==> config.mk <==
export PLATFORM = sky130hd
export DESIGN_NAME = pop_counter_bank
export DESIGN_NICKNAME = d
export VERILOG_FILES = /design/src/rtl/pop_counter_bank.sv
export SDC_FILE = /design/constraint.sdc
export NUM_CORES = 1
export LEC_CHECK = 0
export CAP_MARGIN = 20
export CORE_ASPECT_RATIO = 0.7
export CORE_MARGIN = 2
export CORE_UTILIZATION = 50
export DETAILED_ROUTE_END_ITERATION = 8
export GPL_TIMING_DRIVEN = 0
export PLACE_DENSITY = 0.75
export REMOVE_ABC_BUFFERS = 1
export SLEW_MARGIN = 20
export SYNTH_ARGS = -nofsm -noshare
export SYNTH_HDL_FRONTEND = slang
export SYNTH_SLANG_ARGS = --single-unit
==> constraint.sdc <==
create_clock -name clk -period 3.88 [get_ports clk]
set_input_delay 0.388 -clock clk [delete_from_list [all_inputs] [get_ports clk]]
set_output_delay 0.388 -clock clk [all_outputs]
set_load 0.05 [all_outputs]
==> src/rtl/pop_counter_bank.sv <==
// Bank of per-channel pop counters with wrap/saturate modes, sticky overflow flags,
// optional clear-on-read and an IDLE-gated, registered single-index read port.
module pop_counter_bank #(
  parameter int NCH           = 4,
  parameter int CW            = 5,
  parameter int IDXW          = 2,
  parameter int SATURATE      = 0,
  parameter int CLEAR_ON_READ = 0
) (
  input  logic            clk,
  input  logic            reset,
  input  logic [NCH-1:0]  pop,
  input  logic [NCH-1:0]  empty,
  input  logic            idle,
  input  logic            req,
  input  logic [IDXW-1:0] idx,
  input  logic            clr,
  output logic [CW-1:0]   data_out,
  output logic            valid_out,
  output logic            err_out,
  output logic [NCH-1:0]  overflow
);

  localparam logic [CW-1:0]   CNT_MAX  = {CW{1'b1}};
  localparam logic [CW-1:0]   CNT_ZERO = {CW{1'b0}};
  localparam logic [CW-1:0]   CNT_ONE  = {{(CW-1){1'b0}}, 1'b1};
  localparam logic [IDXW:0]   NCH_L    = NCH[IDXW:0];

  logic [CW-1:0] cnt_r [NCH];
  logic          ovf_r [NCH];
  logic          accept_s;
  logic          idx_ok_s;
  logic [CW-1:0] rd_cnt_s;
  logic [CW-1:0] data_r;
  logic          valid_r;
  logic          err_r;

  // Read acceptance and an AND-OR mux of the pre-increment counts; out-of-range idx selects nothing.
  always_comb begin
    accept_s = req & idle;
    idx_ok_s = ({1'b0, idx} < NCH_L);
    rd_cnt_s = CNT_ZERO;
    for (int i = 0; i < NCH; i++) begin
      rd_cnt_s = rd_cnt_s | (cnt_r[i] & {CW{idx == IDXW'(i)}});
    end
  end

  for (genvar g = 0; g < NCH; g++) begin : g_ch
    logic          ev_s;
    logic          cor_hit_s;
    logic [CW-1:0] base_cnt_s;
    logic          base_ovf_s;
    logic [CW-1:0] cnt_nxt_s;
    logic          ovf_nxt_s;

    // Next state: clr beats clear-on-read, which beats the count event applied on top of it.
    always_comb begin
      ev_s      = pop[g] & ~empty[g];
      cor_hit_s = (CLEAR_ON_READ != 0) && accept_s && (idx == IDXW'(g));
      if (cor_hit_s) begin
        base_cnt_s = CNT_ZERO;
        base_ovf_s = 1'b0;
      end else begin
        base_cnt_s = cnt_r[g];
        base_ovf_s = ovf_r[g];
      end
      if (clr) begin
        cnt_nxt_s = CNT_ZERO;
        ovf_nxt_s = 1'b0;
      end else if (ev_s) begin
        if (base_cnt_s == CNT_MAX) begin
          cnt_nxt_s = (SATURATE != 0) ? CNT_MAX : CNT_ZERO;
          ovf_nxt_s = 1'b1;
        end else begin
          cnt_nxt_s = base_cnt_s + CNT_ONE;
          ovf_nxt_s = base_ovf_s;
        end
      end else begin
        cnt_nxt_s = base_cnt_s;
        ovf_nxt_s = base_ovf_s;
      end
    end

    // Per-channel count and sticky overflow registers.
    always_ff @(posedge clk or negedge reset) begin
      if (!reset) begin
        cnt_r[g] <= CNT_ZERO;
        ovf_r[g] <= 1'b0;
      end else begin
        cnt_r[g] <= cnt_nxt_s;
        ovf_r[g] <= ovf_nxt_s;
      end
    end

    assign overflow[g] = ovf_r[g];
  end

  // Read response: one-cycle valid, data held between responses.
  always_ff @(posedge clk or negedge reset) begin
    if (!reset) begin
      data_r  <= CNT_ZERO;
      valid_r <= 1'b0;
      err_r   <= 1'b0;
    end else begin
      valid_r <= accept_s;
      if (accept_s) begin
        data_r <= rd_cnt_s;
        err_r  <= ~idx_ok_s;
      end else begin
        data_r <= data_r;
        err_r  <= err_r;
      end
    end
  end

  assign data_out  = data_r;
  assign valid_out = valid_r;
  assign err_out   = err_r;

endmodule

==> flow_summary.toml <==
[outcome]
status = "complete, no violations"

[yosys]
yosysUniqueCellTypes = 24
ys_warn_count = 0
ys.flop_type = "dfrtp_1"
async_flop_share = 1.00
synth_cells = 147
seq_area_frac_synth = 0.457
syn_area_per_cell_um2 = 11.2
ys_ff_latch = 30
syn_area_um2 = 1640
synth_enable_flop_cells = 0

[placed_design]
gp_congestion = 0.719
hpwl_um = 2300
numPortBuffers = 24

[grt]
grt-ovfl-total = 0
grt_usage = 0.198
antenna_found_initial = 0
grt_pass1_vias = 1158
grt_max_degree = 31
grt_pass1_wl_um = 5350

[timing]
hold_viol = 0
grt_setup_unrepaired = "false"
period_needed_ns = 1.93
fmax_ghz = 0.519
finalSetupViolations = 0
fin_setup_tns_ns = 0
max_slew.worst_pin.slew_ns = 0.916
skew_ns = 0.00389
slew_violations = 0
relSlewSlack = 0.388
finalCritPeriodShare = 0.496

[die]
die_h_um = 52.0
dieArea_um2 = 3770
die_x_um = 72.5
core_area_um2 = 3150
rows = 17
pin_count = 26
start_util = 0.522

[clocking]
clk_latency_ns = 0.28
clk_pin_slew_ns = 0.06
clock-sinks = 30
clockBufferDepth = 2
cts_buffers = 5
cts_resized = 0
cts-hold-fix-buffers = 0
postCtsSetupBuffers = 0
htreeDepth = 2
cts_tree = "built"
root_buffer = "clkbuf_8"

[worst_setup_path]
crit_arrival_ns = 2.11
crit_path_end = "g_ch[1].base_cnt_s[2]"
crit_fanout = 6
cp_num_buf_inv = 0
crit_type = "flip-flop to flip-flop"
path_cells = "ha_1, and3_1, ha_1, or4b_1, a21oi_1"
critPathRequiredTime_ns = 4.07
slowest_delay_ns = 0.51
crit_path_frequent_cell = "ha_1"
r2r_setup_slack_ns = 1.95
rr_endpoint = "g_ch[1].base_cnt_s[2]"
r2r_start = "g_ch[1].base_cnt_s[0]"
slowest_stage = "or4b_1"
cp-start-kind = "flip-flop"
crit_cells = 5
crit_path_end_kind = "flip-flop"
crit_family = "simple AND/OR/NAND/NOR gates"
reg2reg_depth = 5
worstSetupStartpoint = "g_ch[1].base_cnt_s[0]"

[routing]
wl_um = 3220
vias = 1213
drcViolationCount = 0
first_iter_violations = 104
ant_nets = 0
via_per_inst = 5.89
drt_pass1_iterations = 4
post_drt_wl_per_cell_um = 15.6

[finish]
n_antenna_cell = 0
nNetsFinal = 190
drive_above_1_share = 0.143
layout_commonest_cell = "dfrtp_1"
final_cell_mix = "30 x dfrtp_1, 23 x clkdlybuf4s50_1, 15 x nor2_1"
synthToLayoutAreaGrowth_pct = 17.3

[min_path]
hold_class = "primary input to async pin"

[power_and_ir_drop]
total_power_mw = 0.658
power.density_nw_per_um2 = 341
vdd_ir_drop_max_v = 0.000215
power.leakage_nw = 0.908

[run]
cap_viol_max_count = 0
==> layout make-up <==
cell class                 instances  area, um^2
fill                             267        1220
multi-input combinational        102         788
sequential                        30         751
timing repair buffer              24         235
clock buffer                       7        86.3
tap                               38        47.5
inverter                           4        15.0
clock inverter                     1        5.00
==> worst reg2reg max path: cells and delay by family (launching register included) <==
family | cells | cell delay [ns]
simple gates | 2 | 0.70
fa+ha+maj | 2 | 0.51
flops | 1 | 0.45
compound gates | 1 | 0.17
==> cell families (layout without fill, tap and decap cells) <==
group	count (synthesis)	count (layout)	synth area share
AND/OR/NAND/NOR	47	47	0.177
flip-flops	30	30	0.457
AO/OA/AOI/OAI	29	29	0.0936
multiplexers	17	17	0.145
buffers and inverters	15	36	0.0639
adder cells (fa/ha/maj)	8	8	0.0609
other	1	1	0.00228
==> registers in the layout, summed over array words and instances, names as in the netlist <==
name,cells
data_out,5
g_ch.base_cnt_s,20
g_ch.base_ovf_s,4
valid_out,1
==> worst min path at each step <==
stage	end
2_1_floorplan	data_out[0]
3_3_place_gp	g_ch[1].base_ovf_s
3_5_place_dp	valid_out
4_1_cts	data_out[1]
5_1_grt	data_out[2]
6_report	valid_out
==> per-stage QoR <==
stage               hold WS [ns]  cells  worst slack [ns]  cell area [um^2]  utilization
global route               0.197    206              1.87              1930        0.612
floorplan                 0.0924    136              2.16              1550            -
detailed placement         0.463    198              1.87              1840        0.583
global placement           0.477    198              1.91              1840        0.585
CTS                        0.152    206              1.96              1930        0.612
finish                     0.123    206              1.95              1930        0.612
==> cells in the mapped netlist, types with 4 or more instances <==
cell type / number / area share
dfrtp_1: 30 / 0.46
nor2_1: 15 / 0.034
a21oi_1: 14 / 0.043
ha_1: 8 / 0.061
o21ai_0: 8 / 0.024
a31oi_1: 7 / 0.027
mux2i_1: 7 / 0.043
nand2_1: 6 / 0.014
buf_4: 5 / 0.023
mux2_2: 5 / 0.034
mux4_2: 5 / 0.068
and3_1: 4 / 0.015
buf_6: 4 / 0.027
inv_1: 4 / 0.0091
nand2b_4: 4 / 0.033
nand3_1: 4 / 0.012
or4_1: 4 / 0.018
or4b_1: 4 / 0.024
==> metal layers <==
layer | vias up | global-route usage | part of all wire
li1 | 581 | - | -
met1 | 589 | 0.255 | 0.47
met2 | 34 | 0.297 | 0.45
met3 | 9 | 0.0756 | 0.056
met4 | 0 | 0.0864 | 0.019
met5 | - | 0 | 0
==> where the power goes <==
part | switching [mW] | internal [mW]
combinational | 0.0388 | 0.0323
clock | 0.117 | 0.143
sequential | 0.00810 | 0.319
total | 0.164 | 0.495
Power figures use the tool's default switching activity.
